File: src/rtl/except_ctrl_if.sv
// Redirect handshake between the exception controller and the fetch unit.
// The master drives the new fetch PC; the slave (fetch) returns ready.
interface except_ctrl_if;
  logic        redirect_valid_o;
  logic [31:0] redirect_pc_o;
  logic        redirect_ready_i;

  modport master (
    output redirect_valid_o,
    output redirect_pc_o,
    input  redirect_ready_i
  );

  modport slave (
    input  redirect_valid_o,
    input  redirect_pc_o,
    output redirect_ready_i
  );
endinterface

File: src/rtl/except_ctrl.sv
// MEM-stage exception arbiter: picks one exception code for CP0, flushes the
// pipeline for a fixed number of cycles, then hands the new fetch PC to fetch.
module except_ctrl #(
  parameter logic [31:0] EXC_VECTOR   = 32'hBFC00380,
  parameter int unsigned FLUSH_CYCLES = 2
) (
  input  logic                 clk,
  input  logic                 rst,
  input  logic                 valid_i,
  input  logic [31:0]          pc_i,
  input  logic                 is_in_delayslot_i,
  input  logic                 fetch_adel_i,
  input  logic                 ri_i,
  input  logic                 syscall_i,
  input  logic                 break_i,
  input  logic                 eret_i,
  input  logic                 trap_i,
  input  logic                 ov_i,
  input  logic                 load_adel_i,
  input  logic                 store_ades_i,
  input  logic [31:0]          mem_addr_i,
  input  logic [31:0]          cp0_status_i,
  input  logic [31:0]          cp0_cause_i,
  input  logic [31:0]          cp0_epc_i,
  input  logic                 wb_cp0_we_i,
  input  logic [4:0]           wb_cp0_waddr_i,
  input  logic [31:0]          wb_cp0_data_i,
  output logic [31:0]          except_type_o,
  output logic [31:0]          pc_o,
  output logic                 is_in_delayslot_o,
  output logic [31:0]          mem_addr_o,
  output logic                 flush_o,
  except_ctrl_if.master        redir,
  output logic                 busy_o
);

  typedef enum logic [1:0] {IDLE, FLUSH, REDIRECT} state_t;

  state_t      state_reg, state_next;
  logic [3:0]  cnt_reg, cnt_next;
  logic [31:0] target_reg, target_next;

  logic [31:0] status_e, cause_e, epc_e;
  logic        int_pending;
  logic [7:0]  code;
  logic        unused_bits;

  // A CP0 write sitting in WB must be seen now, not one cycle late.
  always_comb begin
    status_e = cp0_status_i;
    cause_e  = cp0_cause_i;
    epc_e    = cp0_epc_i;
    if (wb_cp0_we_i) begin
      if (wb_cp0_waddr_i == 5'd12) status_e = wb_cp0_data_i;
      if (wb_cp0_waddr_i == 5'd13) cause_e[9:8] = wb_cp0_data_i[9:8];
      if (wb_cp0_waddr_i == 5'd14) epc_e = wb_cp0_data_i;
    end
  end

  assign unused_bits = ^{status_e[31:16], status_e[7:2], cause_e[31:16], cause_e[7:0]};

  assign int_pending = valid_i && status_e[0] && !status_e[1] &&
                       ((cause_e[15:8] & status_e[15:8]) != 8'h00);

  always_comb begin
    code = 8'h00;
    if (valid_i) begin
      if (int_pending)       code = 8'h01;
      else if (fetch_adel_i) code = 8'h0f;
      else if (ri_i)         code = 8'h0a;
      else if (syscall_i)    code = 8'h08;
      else if (break_i)      code = 8'h09;
      else if (eret_i)       code = 8'h0e;
      else if (trap_i)       code = 8'h0d;
      else if (ov_i)         code = 8'h0c;
      else if (load_adel_i)  code = 8'h04;
      else if (store_ades_i) code = 8'h05;
    end
  end

  always_ff @(posedge clk) begin
    if (rst) begin
      state_reg  <= IDLE;
      cnt_reg    <= 4'd0;
      target_reg <= 32'h0;
    end else begin
      state_reg  <= state_next;
      cnt_reg    <= cnt_next;
      target_reg <= target_next;
    end
  end

  always_comb begin
    state_next  = state_reg;
    cnt_next    = cnt_reg;
    target_next = target_reg;
    case (state_reg)
      IDLE: begin
        if (code != 8'h00) begin
          state_next  = FLUSH;
          cnt_next    = FLUSH_CYCLES[3:0];
          target_next = (code == 8'h0e) ? epc_e : EXC_VECTOR;
        end
      end
      FLUSH: begin
        if (cnt_reg <= 4'd1) begin
          state_next = REDIRECT;
          cnt_next   = 4'd0;
        end else begin
          cnt_next = cnt_reg - 4'd1;
        end
      end
      REDIRECT: begin
        if (redir.redirect_ready_i) state_next = IDLE;
      end
      default: state_next = IDLE;
    endcase
  end

  // Flags arriving while flushing/redirecting belong to squashed instructions.
  always_comb begin
    except_type_o          = 32'h0;
    flush_o                = 1'b0;
    redir.redirect_valid_o = 1'b0;
    busy_o                 = (state_reg != IDLE);
    case (state_reg)
      IDLE: begin
        if (!rst) begin
          except_type_o = {24'h0, code};
          flush_o       = (code != 8'h00);
        end
      end
      FLUSH:    flush_o = 1'b1;
      REDIRECT: redir.redirect_valid_o = 1'b1;
      default:  flush_o = 1'b0;
    endcase
  end

  assign redir.redirect_pc_o = target_reg;
  assign pc_o                = pc_i;
  assign is_in_delayslot_o   = is_in_delayslot_i;
  assign mem_addr_o          = mem_addr_i;

endmodule

File: src/flat_wrapper.sv
// flat-port wrapper written by rule: the top's interface ports become plain ports
module except_ctrl_flat 
#(
  parameter logic [31:0] EXC_VECTOR   = 32'hBFC00380,
  parameter int unsigned FLUSH_CYCLES = 2
)
  (clk, rst, valid_i, pc_i, is_in_delayslot_i, fetch_adel_i, ri_i, syscall_i, break_i, eret_i, trap_i, ov_i, load_adel_i, store_ades_i, mem_addr_i, cp0_status_i, cp0_cause_i, cp0_epc_i, wb_cp0_we_i, wb_cp0_waddr_i, wb_cp0_data_i, except_type_o, pc_o, is_in_delayslot_o, mem_addr_o, flush_o, busy_o, redir_redirect_valid_o, redir_redirect_pc_o, redir_redirect_ready_i);
  except_ctrl_if redir_i ();
  input  logic clk;
  input  logic rst;
  input  logic valid_i;
  input  logic [31:0] pc_i;
  input  logic is_in_delayslot_i;
  input  logic fetch_adel_i;
  input  logic ri_i;
  input  logic syscall_i;
  input  logic break_i;
  input  logic eret_i;
  input  logic trap_i;
  input  logic ov_i;
  input  logic load_adel_i;
  input  logic store_ades_i;
  input  logic [31:0] mem_addr_i;
  input  logic [31:0] cp0_status_i;
  input  logic [31:0] cp0_cause_i;
  input  logic [31:0] cp0_epc_i;
  input  logic wb_cp0_we_i;
  input  logic [4:0] wb_cp0_waddr_i;
  input  logic [31:0] wb_cp0_data_i;
  output logic [31:0] except_type_o;
  output logic [31:0] pc_o;
  output logic is_in_delayslot_o;
  output logic [31:0] mem_addr_o;
  output logic flush_o;
  output logic busy_o;
  output wire logic [$bits(redir_i.redirect_valid_o)-1:0] redir_redirect_valid_o;
  output wire logic [$bits(redir_i.redirect_pc_o)-1:0] redir_redirect_pc_o;
  input wire logic [$bits(redir_i.redirect_ready_i)-1:0] redir_redirect_ready_i;
  assign redir_redirect_valid_o = redir_i.redirect_valid_o;
  assign redir_redirect_pc_o = redir_i.redirect_pc_o;
  assign redir_i.redirect_ready_i = redir_redirect_ready_i;
  except_ctrl #(.EXC_VECTOR(EXC_VECTOR), .FLUSH_CYCLES(FLUSH_CYCLES)) u_core (.clk(clk), .rst(rst), .valid_i(valid_i), .pc_i(pc_i), .is_in_delayslot_i(is_in_delayslot_i), .fetch_adel_i(fetch_adel_i), .ri_i(ri_i), .syscall_i(syscall_i), .break_i(break_i), .eret_i(eret_i), .trap_i(trap_i), .ov_i(ov_i), .load_adel_i(load_adel_i), .store_ades_i(store_ades_i), .mem_addr_i(mem_addr_i), .cp0_status_i(cp0_status_i), .cp0_cause_i(cp0_cause_i), .cp0_epc_i(cp0_epc_i), .wb_cp0_we_i(wb_cp0_we_i), .wb_cp0_waddr_i(wb_cp0_waddr_i), .wb_cp0_data_i(wb_cp0_data_i), .except_type_o(except_type_o), .pc_o(pc_o), .is_in_delayslot_o(is_in_delayslot_o), .mem_addr_o(mem_addr_o), .flush_o(flush_o), .redir(redir_i), .busy_o(busy_o));
endmodule
File: config.mk
export PLATFORM = sky130hd
export DESIGN_NAME = except_ctrl_flat
export DESIGN_NICKNAME = d
export VERILOG_FILES = /design/src/rtl/except_ctrl_if.sv /design/src/rtl/except_ctrl.sv /design/src/flat_wrapper.sv
export SDC_FILE = /design/constraint.sdc
export NUM_CORES = 1
export LEC_CHECK = 0
export CAP_MARGIN = 40
export CORE_AREA = 2 2 133 135
export CTS_CLUSTER_DIAMETER = 30
export DETAILED_ROUTE_END_ITERATION = 10
export DIE_AREA = 0 0 135 137
export HOLD_SLACK_MARGIN = 0.12
export PLACE_DENSITY = 0.6
export SLEW_MARGIN = 20
export SYNTH_ARGS = -nofsm -noshare
export SYNTH_HDL_FRONTEND = slang
export SYNTH_SLANG_ARGS = --single-unit
File: constraint.sdc
create_clock -name clk -period 2.6 [get_ports clk]
set_input_delay 0.39 -clock clk [delete_from_list [all_inputs] [get_ports clk]]
set_output_delay 0.39 -clock clk [all_outputs]
set_load 0.05 [all_outputs]
---- After elaboration in Yosys (flattened, before gate mapping) ----
Cells that the tools add are included.
operators by class
  $add $sub $neg .......................... 1
  order comparisons ....................... 1
  equality and inequality tests ........... 9
  mux-type cells .......................... 30
  bitwise gates (word level) .............. 1
  reduce and logical (&&, ||, !) cells .... 12
operator list
  kind                   count
  $mux W32               4
  $mux W8                11
  $mux W16               2
  $reduce_bool A8 Y1     2
  $eq A5 B4 Y1 const B   3
  $mux W2                5
  $and A8 B8 Y8          1
  $eq A8 B4 Y1 const B   1
  $mux W4                2
  $pmux W4 S2            1
  $pmux W2 S3            1
  $le A4 B1 Y1 const B   1
  $ne A2 B1 Y1 const B   2
  $reduce_and A2 Y1      2
  $reduce_bool A2 Y1     2
  $sub A4 B1 Y4 const B  1
  $logic_and A1 B1 Y1    3
  $mux W3                1
  $reduce_and A3 Y1      1
  $eq A2 B1 Y1 const B   1
  $eq A2 B2 Y1 const B   1
  $logic_not A2 Y1       1
  $mux W1                2
  $ne A2 B2 Y1 const B   1
  2 further kinds        2
storage, ports and cells
  register bits after elaboration ......... 38
  input bits .............................. 212
  output and inout bits ................... 132
  word-level logic and storage cells ...... 57

---- Depth between registers and ports, before layout ----
Gate-level depths: netlist of run 1.
  depth after elaboration ................. 14
  mapped depth ............................ 8

---- Worst setup path before layout of run 1 ----
Ideal clock, no wire load.
  path type ............................... in2out
  from .................................... in wb_cp0_waddr_i[4]
  to ...................................... out except_type_o[1]
  data arrival time ....................... 2.837 ns
  path slack .............................. -0.627 ns
  stages on the path ...................... 7
  path buffers ............................ 0
  path through ............................ nand4b_4 nor3_4 mux2_2 a2111oi_4 a21boi_2 or3_1 nor2_1
on the way
  longest elaborated chain between the ends .. 10
  elaborated cells between the ends (all ways) .. 16
RTL lines
  what                                                       line                                  RTL
  start: declaration                                         flat_wrapper.sv:28                    input logic [4:0] wb_cp0_waddr_i;
  $eq A5 B4 Y1, on equally long branches                     except_ctrl.sv:55, except_ctrl.sv:54
  $mux W2 or $mux W16 (tied branches)                        except_ctrl.sv:55, except_ctrl.sv:54
  $mux W2 or $mux W16 (tied branches)                        except_ctrl.sv:53                     if (wb_cp0_we_i) begin
  $and A8 B8 Y8 (tied with other cells)                      except_ctrl.sv:63                     ((cause_e[15:8] & status_e[15:8]) != 8'h00);
  $reduce_bool A8 Y1 or $logic_and A1 B1 Y1 (tied branches)  except_ctrl.sv:63, except_ctrl.sv:62
  $logic_and A1 B1 Y1 *                                      except_ctrl.sv:62                     assign int_pending = valid_i && status_e[0] && !status_e[1] &&
  $mux W8 *                                                  except_ctrl.sv:68                     if (int_pending) code = 8'h01;
  $mux W8 *                                                  except_ctrl.sv:67                     if (valid_i) begin
  $mux W8 *                                                  except_ctrl.sv:128                    if (!rst) begin
  $mux W32 *                                                 except_ctrl.sv:126                    case (state_reg)
  end: declaration                                           flat_wrapper.sv:30                    output logic [31:0] except_type_o;
Every way passes the cells marked *; elsewhere a longest branch is shown, timed or not.

---- Final worst setup path of run 1 ----
Same ends and word-level chain as after synthesis.

==> flow_metrics.env, run 1 <==
export IMPL_multiInputGateArea_um2=1703
export IMPL_synth_edf_count=0
export IMPL_drt_iter0_drc=69
export IMPL_wire_per_inst_um=15.89
export IMPL_drive_gt1_share_pct=25.06
export IMPL_synth_area_um2=2830
export IMPL_cp_arrival_ns=2.52
export IMPL_setup_viol=30
export IMPL_antenna_found_initial=0
export IMPL_layout_common_cells="124 x clkdlybuf4s50_1, 38 x dfxtp_1, 34 x mux2i_1, 31 x buf_4, 28 x conb_1"
export IMPL_clock_latency_ns=0.29
export IMPL_antenna_cells=0
export IMPL_globalRouteTotalUtil_pct=10.76
export IMPL_core_um2=17060
export IMPL_synth_distinct_cells=40
export IMPL_cp_cell_sequence="buf_6 > nand4b_4 > nor3_4 > buf_12 > mux2_4 > a2111oi_4 > a21boi_4 > or3_4 > nor2_4 > buf_12"
export IMPL_muxShareOfSynthArea_pct=15.08
export IMPL_largest_reg_flops=32
export IMPL_required_ns=2.21
export IMPL_dr_pass1_iters=4
export IMPL_p_per_area_nw_per_um2=450.9
export IMPL_ys_ff_latch=38
export IMPL_path_clk_slew_ns=0.06
export IMPL_grt_pass1_wl_um=14630
export IMPL_final_seq_area_um2=760.7
export IMPL_fin_skew_ns=0.002973
export IMPL_setup_ws_ns=-0.3095
export IMPL_p_leak_nw=1.701
export IMPL_ys_async_sr_fraction_pct=0
export IMPL_synth_simple_gate_area_share_pct=11.36
export IMPL_rsz0062_at_grt="true"
export IMPL_finalPower_mw=2.118
export IMPL_violations="setup timing"
export IMPL_drc=0
export IMPL_numClockSinks=38
export IMPL_clockRootBuffer="clkbuf_16"
export IMPL_place_port_buffers=139
export IMPL_hold_class="reg -> reg"
export IMPL_path_class="in -> out"
export IMPL_slew_viol_final=0
export IMPL_fin_crit_ns=2.910
export IMPL_gr_total_overflow=0
export IMPL_synth_xor_area_share_pct=0
export IMPL_die_w_um=135
export IMPL_relSlewSlack_pct=55.82
export IMPL_drtAntennaViolNets=0
export IMPL_max_freq_mhz=343.7
export IMPL_yosys_warnings=0
export IMPL_cts_tree="yes"
export IMPL_synth_top_cell_by_area="dfxtp_1"
export IMPL_placed_area_um2=4214
export IMPL_numCtsBuffers=5
export IMPL_critical_path_max_stage_delay_ns=0.39
export IMPL_drv_cap=0
export IMPL_worst_pin_slew_ns=0.6576
export IMPL_finalHoldViolations=0
export IMPL_timing_hold_ws_ns=0.4618
export IMPL_io_pins=344
export IMPL_fin_area_um2=4698
export IMPL_final_common_cell="clkdlybuf4s50_1"
export IMPL_synthToLayoutAreaGrowth_pct=66.00
export IMPL_die_area_um2=18500
export IMPL_dp_cells=630
export IMPL_seq_area_frac_synth_pct=26.88
export IMPL_grt_max_degree=24
export IMPL_wl_um=10300
export IMPL_final_util_pct=27.55
export IMPL_htree_levels=2
export IMPL_path_delay_family="simple AND/OR/NAND/NOR gates"
export IMPL_synth_area_top_cells="dfxtp_1 27%, buf_4 25%, mux2i_1 13%"
export IMPL_cp_num_buf_inv=3
export IMPL_finalNonFillerCells=648
export IMPL_synth_top_family_by_area="buffers and inverters"
export IMPL_fill_cells=1801
export IMPL_hpwl_um=7449
export IMPL_gp_congestion=0.7537
export IMPL_clockBufferDepth=2
export IMPL_crit_fanout=5
export IMPL_row_count=48
export IMPL_ir_drop_v=0.0002142
export IMPL_vias_per_cell=3.958
export IMPL_synth_flop_cell="dfxtp_1"
export IMPL_nets=636
export IMPL_post_route_period_util_pct=111.9
export IMPL_synth_compound_area_share_pct=16.45
export IMPL_cp_slowest_cell="a2111oi_4"
export IMPL_crit_path_start_kind="primary input"
export IMPL_die_h_um=137
export IMPL_avgSynthCellArea_um2=8.956
export IMPL_crit_top_cell="buf_12"
export IMPL_synthAdderAreaFrac_pct=0.8842
export IMPL_grt_pass1_vias=2597
export IMPL_worstSetupEndpointType="output pin"
export IMPL_synthCells=316
export IMPL_start_util_pct=16.59
export IMPL_route_vias_total=2565
export IMPL_synth_top_area_share_pct=26.88
export IMPL_status="finished, violations left"
[repair_timing]
action	in CTS	in global routing
buffers inserted	6	4
pin swaps	26	8
setup endpoints to repair	42	37
hold buffers	0	0
resized for setup	53	19
cloned	3	0
[cell type report]
| class | instances | area share, % |
|---|---|---|
| multi-input cells | 185 | 36.24 |
| well taps | 225 | 5.992 |
| inverters | 16 | 1.278 |
| clock buffers | 6 | 2.956 |
| clock inverters | 2 | 0.2663 |
| flip-flops and latches | 38 | 16.19 |
| repair buffers | 176 | 37.07 |
[worst paths after layout]
check	from	to	slack, ns	cells past startpoint
worst max register to register	u_core.state_reg[1]$_SDFFE_PP0P_	u_core.redir.redirect_pc_o[16]$_SDFFE_PP0P_	0.36	5
worst min register to register	u_core.redir.redirect_pc_o[20]$_SDFFE_PP0P_	u_core.redir.redirect_pc_o[20]$_SDFFE_PP0P_	0.46	1
worst max-delay path	wb_cp0_waddr_i[4]	except_type_o[1]	-0.31	10
worst min-delay path	u_core.redir.redirect_pc_o[20]$_SDFFE_PP0P_	u_core.redir.redirect_pc_o[20]$_SDFFE_PP0P_	0.46	1
[synth_stat cells, types with 5 or more instances]
master     instances
o2bb2ai_1         20
mux2_2             5
inv_1             16
mux2i_1           37
nand2b_1           6
nand2_1            9
clkbuf_1          11
buf_4             93
nor3_1             6
dfxtp_1           38
o21ai_0            6
nor2_1            13
a221oi_1          14
[worst register-to-register path: stages (launching register included)]
cell and delay, ns:
dfxtp_1 0.38, nor2b_1 0.33, nand2b_1 0.13, or3_1 0.52, or4_4 0.64, o2bb2ai_2 0.17
[per-layer routing]
layer	vias up	track usage, %	share of wire, %
met2	113	19.43	51
met3	39	3.778	8.4
met1	1195	11.39	38
met4	0	4.514	3.3
met5	-	0	0
li1	1218	-	-
[where the power goes]
group / leakage (nW) / internal, mW / total [mW] / switching [mW]
logic: 1.32 / 0.352 / 0.809 / 0.457
registers: 0.311 / 0.622 / 0.653 / 0.0311
clock network: 0.0729 / 0.381 / 0.656 / 0.276
total: 1.70 / 1.35 / 2.12 / 0.763
[logic make-up after synthesis]
kind of cell,after synthesis
mux,42
compound gates,55
fa+ha+maj,2
simple gates,55
buf+inv,123
other cells,1
flops,38
[stage by stage]
stage                     setup WS (ns)  TNS (ns)
after floorplan                 -0.2191   -0.8961
after global placement          -0.7866    -23.76
after detailed placement        -0.7853    -25.35
after CTS                       -0.4612    -5.525
after global routing            -0.4513    -7.365
final                           -0.3095    -2.199
Power figures use the tool's default switching activity.
==> inputs of run 2 (changes only) <==
--- a/config.mk
+++ b/config.mk
@@ -12,6 +12,7 @@
 export DIE_AREA = 0 0 135 137
 export HOLD_SLACK_MARGIN = 0.12
 export PLACE_DENSITY = 0.6
+export SKIP_LAST_GASP = 1
 export SLEW_MARGIN = 20
 export SYNTH_ARGS = -nofsm -noshare
 export SYNTH_HDL_FRONTEND = slang
==> flow_metrics.env, run 2 (synthesized netlist as in run 1, its figures left out) <==
export IMPL_setup_ws_ns=-0.3071
export IMPL_start_util_pct=16.59
export IMPL_crit_path_start_kind="primary input"
export IMPL_setup_viol=37
export IMPL_clockRootBuffer="clkbuf_16"
export IMPL_fin_crit_ns=2.907
export IMPL_nets=636
export IMPL_path_clk_slew_ns=0.06
export IMPL_p_leak_nw=1.696
export IMPL_worst_pin_slew_ns=0.5580
export IMPL_final_common_cell="clkdlybuf4s50_1"
export IMPL_cts_tree="yes"
export IMPL_fin_area_um2=4673
export IMPL_p_per_area_nw_per_um2=452.3
export IMPL_drive_gt1_share_pct=24.59
export IMPL_crit_fanout=5
export IMPL_finalPower_mw=2.114
export IMPL_p_clk_share_pct=31.0
export IMPL_cp_slowest_cell="a2111oi_4"
export IMPL_drv_cap=0
export IMPL_wl_um=10320
export IMPL_finalSetupTns_ns=-2.021
export IMPL_place_port_buffers=139
export IMPL_p_seq_share_pct=30.9
export IMPL_relSlewSlack_pct=62.69
export IMPL_max_freq_mhz=344.0
export IMPL_reg2reg_depth=5
export IMPL_die_w_um=135
export IMPL_drt_iter0_drc=59
export IMPL_antenna_cells=0
export IMPL_hold_class="reg -> reg"
export IMPL_io_pins=344
export IMPL_core_um2=17060
export IMPL_hpwl_um=7449
export IMPL_grt_pass1_wl_um=14630
export IMPL_ir_drop_v=0.0002121
export IMPL_switchingPower_uw=760.5
export IMPL_gp_congestion=0.7537
export IMPL_clockBufferDepth=2
export IMPL_p_int_mw=1.353
export IMPL_htree_levels=2
export IMPL_fin_skew_ns=0.002765
export IMPL_die_area_um2=18500
export IMPL_cts_hold_buffers_added=0
export IMPL_drc=0
export IMPL_dr_pass1_iters=4
export IMPL_rsz0062_at_grt="true"
export IMPL_cp_arrival_ns=2.52
export IMPL_drtAntennaViolNets=0
export IMPL_reg2reg_from="u_core.state_reg[1]$_SDFFE_PP0P_"
export IMPL_final_util_pct=27.40
export IMPL_worstSetupEndpointType="output pin"
export IMPL_finalHoldViolations=0
export IMPL_critPathCapture="except_type_o[1]"
export IMPL_wire_per_inst_um=15.93
export IMPL_violations="setup timing"
export IMPL_clock_latency_ns=0.29
export IMPL_antenna_found_initial=0
export IMPL_comb_power_share_pct=38.1
export IMPL_crit_path_start="wb_cp0_waddr_i[4]"
export IMPL_layout_common_cells="124 x clkdlybuf4s50_1, 38 x dfxtp_1, 34 x mux2i_1, 32 x buf_4, 28 x conb_1"
export IMPL_crit_top_cell="buf_12"
export IMPL_placed_area_um2=4214
export IMPL_cp_cell_sequence="buf_6 > nand4b_4 > nor3_4 > buf_12 > mux2_4 > a2111oi_4 > a21boi_4 > or3_4 > nor2_4 > buf_12"
export IMPL_dp_cells=630
export IMPL_numCtsBuffers=5
export IMPL_critical_path_max_stage_delay_ns=0.39
export IMPL_slew_viol_final=0
export IMPL_vias_per_cell=3.968
export IMPL_status="finished, violations left"
export IMPL_synthToLayoutAreaGrowth_pct=65.12
export IMPL_path_class="in -> out"
export IMPL_required_ns=2.21
export IMPL_die_h_um=137
export IMPL_grt_pass1_vias=2597
export IMPL_route_vias_total=2571
export IMPL_reg2reg_slack_ns=0.37
export IMPL_post_route_period_util_pct=111.8
export IMPL_r2r_end="u_core.redir.redirect_pc_o[16]$_SDFFE_PP0P_"
export IMPL_numClockSinks=38
export IMPL_gr_total_overflow=0
export IMPL_finalNonFillerCells=648
export IMPL_globalRouteTotalUtil_pct=10.76
export IMPL_row_count=48
export IMPL_grt_max_degree=24
export IMPL_switching_share_pct=35.98
export IMPL_largest_reg_flops=32
-- run 2: cell count changes in the layout (fill, tap and decap cells not counted) --
cell       previous run  this run
a221oi_1             12        13
a221oi_2              1         0
buf_4                31        32
buf_6                 5         4
nor4_2                1         2
nor4_4                1         0
o2bb2ai_1             2         3
o2bb2ai_2            16        15
-- run 2: how the worst min path moves through the flow --
stage	startpoint	end	cells after the start
2_1_floorplan	u_core.cnt_reg[1]$_SDFFE_PP0P_	u_core.cnt_reg[1]$_SDFFE_PP0P_	2
3_3_place_gp	u_core.redir.redirect_pc_o[20]$_SDFFE_PP0P_	u_core.redir.redirect_pc_o[20]$_SDFFE_PP0P_	1
3_5_place_dp	u_core.redir.redirect_pc_o[6]$_SDFFE_PP0P_	u_core.redir.redirect_pc_o[6]$_SDFFE_PP0P_	1
4_1_cts	u_core.redir.redirect_pc_o[20]$_SDFFE_PP0P_	u_core.redir.redirect_pc_o[20]$_SDFFE_PP0P_	1
5_1_grt	u_core.redir.redirect_pc_o[5]$_SDFFE_PP0P_	u_core.redir.redirect_pc_o[5]$_SDFFE_PP0P_	1
6_report	u_core.redir.redirect_pc_o[20]$_SDFFE_PP0P_	u_core.redir.redirect_pc_o[20]$_SDFFE_PP0P_	1
-- run 2: area by class of cell --
cell class | instances | area, um2
fill | 1802 | 12380
timing repair buffer | 176 | 1738
multi-input combinational | 185 | 1682
sequential | 38 | 760.7
tap | 225 | 281.5
clock buffer | 6 | 138.9
inverter | 16 | 60.06
clock inverter | 2 | 12.51
-- run 2: critical path: cells and delay by family --
kind | cells | cell delay (ns)
AOI/OAI and AO/OA | 2 | 0.52
muxes | 1 | 0.31
and+or+nand+nor | 4 | 0.91
buffers and inverters | 3 | 0.37
-- run 2: metal layers --
metal | track usage, % | vias to the layer above | share of wire, %
li1 | - | 1218 | -
met1 | 11.39 | 1200 | 38
met2 | 19.43 | 117 | 51
met3 | 3.778 | 36 | 8.2
met4 | 4.514 | 0 | 3.2
met5 | 0 | - | 0
-- run 2: through the flow --
stage	setup WS [ns]	hold WS, ns
global placement	-0.7866	0.4442
CTS	-0.4612	0.4657
floorplan	-0.2191	0.4855
finish	-0.3071	0.4618
global route	-0.4515	0.4824
detailed placement	-0.7853	0.4468
-- run 2: repair_timing --
action                     4_1_cts  5_1_grt
pin swaps                       26        8
setup endpoints to repair       42       37
gates resized for setup         53       15
setup buffers                    6        4
gates cloned                     3        0
-- run 2: power by group through the flow --
| stage | Sequential, mW | Combinational [mW] | Clock [mW] |
|---|---|---|---|
| 5_1_grt | 0.659 | 0.855 | 0.709 |
| 2_1_floorplan | 0.761 | 0.610 | 0 |
| 4_1_cts | 0.653 | 0.794 | 0.687 |
| 6_report | 0.653 | 0.804 | 0.656 |
| 3_3_place_gp | 0.662 | 0.750 | 0 |
| 3_5_place_dp | 0.665 | 0.758 | 0 |
==> inputs of run 3 (changes only) <==
--- a/config.mk
+++ b/config.mk
@@ -11,7 +11,8 @@
 export DETAILED_ROUTE_END_ITERATION = 10
 export DIE_AREA = 0 0 135 137
 export HOLD_SLACK_MARGIN = 0.12
-export PLACE_DENSITY = 0.6
+export MAX_ROUTING_LAYER = met4
+export PLACE_DENSITY = 0.58
 export SKIP_LAST_GASP = 1
 export SLEW_MARGIN = 20
 export SYNTH_ARGS = -nofsm -noshare
==> constraint.sdc (replaced) <==
create_clock -name clk -period 2.7 [get_ports clk]
set_input_delay 0.405 -clock clk [delete_from_list [all_inputs] [get_ports clk]]
set_output_delay 0.405 -clock clk [all_outputs]
set_load 0.05 [all_outputs]
==> flow_metrics.env, run 3 (synthesized netlist as in run 1, its figures left out) <==
export IMPL_final_util_pct=25.59
export IMPL_slew_viol_final=0
export IMPL_grt_max_degree=33
export IMPL_cts_hold_buffers_added=0
export IMPL_numClockSinks=38
export IMPL_route_vias_total=2516
export IMPL_worstSetupEndpointType="output pin"
export IMPL_post_route_period_util_pct=108.9
export IMPL_row_count=48
export IMPL_path_class="in -> out"
export IMPL_cp_arrival_ns=2.53
export IMPL_antenna_found_initial=1
export IMPL_drt_iter0_drc=68
export IMPL_max_freq_mhz=340.2
export IMPL_fin_crit_ns=2.940
export IMPL_worst_pin_slew_ns=0.5573
export IMPL_synthToLayoutAreaGrowth_pct=54.20
export IMPL_reg2reg_depth=5
export IMPL_p_leak_nw=1.556
export IMPL_ir_drop_v=0.0002511
export IMPL_rsz0062_at_grt="true"
export IMPL_layout_common_cells="126 x clkdlybuf4s50_1, 38 x dfxtp_1, 36 x mux2i_1, 28 x conb_1, 23 x buf_4"
export IMPL_wl_um=9257
export IMPL_path_clk_slew_ns=0.06
export IMPL_die_area_um2=18500
export IMPL_dr_pass1_iters=4
export IMPL_reg2reg_from="u_core.state_reg[1]$_SDFFE_PP0P_"
export IMPL_numCtsBuffers=5
export IMPL_r2r_end="u_core.redir.redirect_pc_o[20]$_SDFFE_PP0P_"
export IMPL_status="finished, violations left"
export IMPL_die_h_um=137
export IMPL_globalRouteTotalUtil_pct=9.842
export IMPL_io_pins=344
export IMPL_crit_fanout=6
export IMPL_nets=624
export IMPL_drv_cap=0
export IMPL_vias_per_cell=3.956
export IMPL_hold_class="reg -> reg"
export IMPL_final_common_cell="clkdlybuf4s50_1"
export IMPL_core_um2=17060
export IMPL_die_w_um=135
export IMPL_finalSetupTns_ns=-1.070
export IMPL_critPathCapture="except_type_o[2]"
export IMPL_gr_total_overflow=0
export IMPL_wire_per_inst_um=14.56
export IMPL_start_util_pct=16.59
export IMPL_violations="setup timing"
export IMPL_place_port_buffers=139
export IMPL_htree_levels=2
export IMPL_clock_latency_ns=0.29
export IMPL_drc=0
export IMPL_setup_viol=5
export IMPL_p_per_area_nw_per_um2=442.6
export IMPL_relSlewSlack_pct=62.56
export IMPL_clockRootBuffer="clkbuf_16"
export IMPL_hpwl_um=7189
export IMPL_grt_pass1_wl_um=13360
export IMPL_drtAntennaViolNets=0
export IMPL_reg2reg_slack_ns=0.56
export IMPL_finalHoldViolations=0
export IMPL_cts_tree="yes"
export IMPL_drive_gt1_share_pct=16.83
export IMPL_clockBufferDepth=2
export IMPL_gp_congestion=0.7802
export IMPL_largest_reg_flops=32
export IMPL_crit_path_start_kind="primary input"
export IMPL_whs_path_depth=1
export IMPL_grt_pass1_vias=2505
export IMPL_setup_ws_ns=-0.2397
export IMPL_required_ns=2.30
export IMPL_fin_skew_ns=0.003042
export IMPL_crit_path_start="wb_cp0_waddr_i[4]"
-- run 3: final cells by class --
cell class,count,area (um2)
fillers,1821,12690
repair buffers,167,1660
multi-input cells,182,1466
flip-flops and latches,38,760.7
well taps,225,281.5
clock buffers,7,132.6
inverters,16,60.06
diodes,1,2.502
-- run 3: per-stage QoR --
step | setup WS [ns] | instances | total power [mW] | cell area [um2] | hold WS (ns)
detailed placement | -0.6556 | 621 | 1.352 | 4134 | 0.4456
global route | -0.3409 | 636 | 2.030 | 4364 | 0.4804
CTS | -0.3102 | 635 | 1.970 | 4352 | 0.4650
floorplan | -0.1735 | 343 | 1.320 | 2984 | 0.4855
finish | -0.2397 | 636 | 1.931 | 4364 | 0.4603
global placement | -0.6471 | 621 | 1.340 | 4134 | 0.4448
-- run 3: worst min-delay path by stage --
stage                                                      from                                          end  slack, ns
detailed placement  u_core.redir.redirect_pc_o[18]$_SDFFE_PP0P_  u_core.redir.redirect_pc_o[18]$_SDFFE_PP0P_       0.45
global route         u_core.redir.redirect_pc_o[2]$_SDFFE_PP0P_   u_core.redir.redirect_pc_o[2]$_SDFFE_PP0P_       0.48
global placement    u_core.redir.redirect_pc_o[17]$_SDFFE_PP0P_  u_core.redir.redirect_pc_o[17]$_SDFFE_PP0P_       0.44
floorplan                        u_core.cnt_reg[1]$_SDFFE_PP0P_               u_core.cnt_reg[1]$_SDFFE_PP0P_       0.49
CTS                 u_core.redir.redirect_pc_o[18]$_SDFFE_PP0P_  u_core.redir.redirect_pc_o[18]$_SDFFE_PP0P_       0.47
finish              u_core.redir.redirect_pc_o[18]$_SDFFE_PP0P_  u_core.redir.redirect_pc_o[18]$_SDFFE_PP0P_       0.46
-- run 3: timing repair --
item | 4_1_cts | 5_1_grt
resized for setup | 38 | 2
buffers inserted | 7 | 0
endpoints found under the setup margin | 38 | 17
pin swaps | 12 | 4
cloned | 1 | 0
-- run 3: metal layers --
layer / track usage [%] / wire [um]
met1: 10.49 / 3627
met2: 16.58 / 4576
met3: 3.333 / 769
met4: 4.514 / 284
met5: - / 0
-- run 3: power by group --
part	internal, mW	switching [mW]	total, mW
clock network	0.338	0.234	0.573
logic	0.314	0.415	0.729
registers	0.599	0.0301	0.629
total	1.25	0.679	1.93
-- run 3: worst max-delay path, cell delays in order --
cell       delay (ns)
buf_6            0.09
nand4b_4         0.18
nor3_4           0.21
buf_12           0.14
mux2_4           0.31
a2111oi_4        0.38
a21boi_2         0.16
or3_4            0.40
nor2_4           0.12
buf_12           0.14
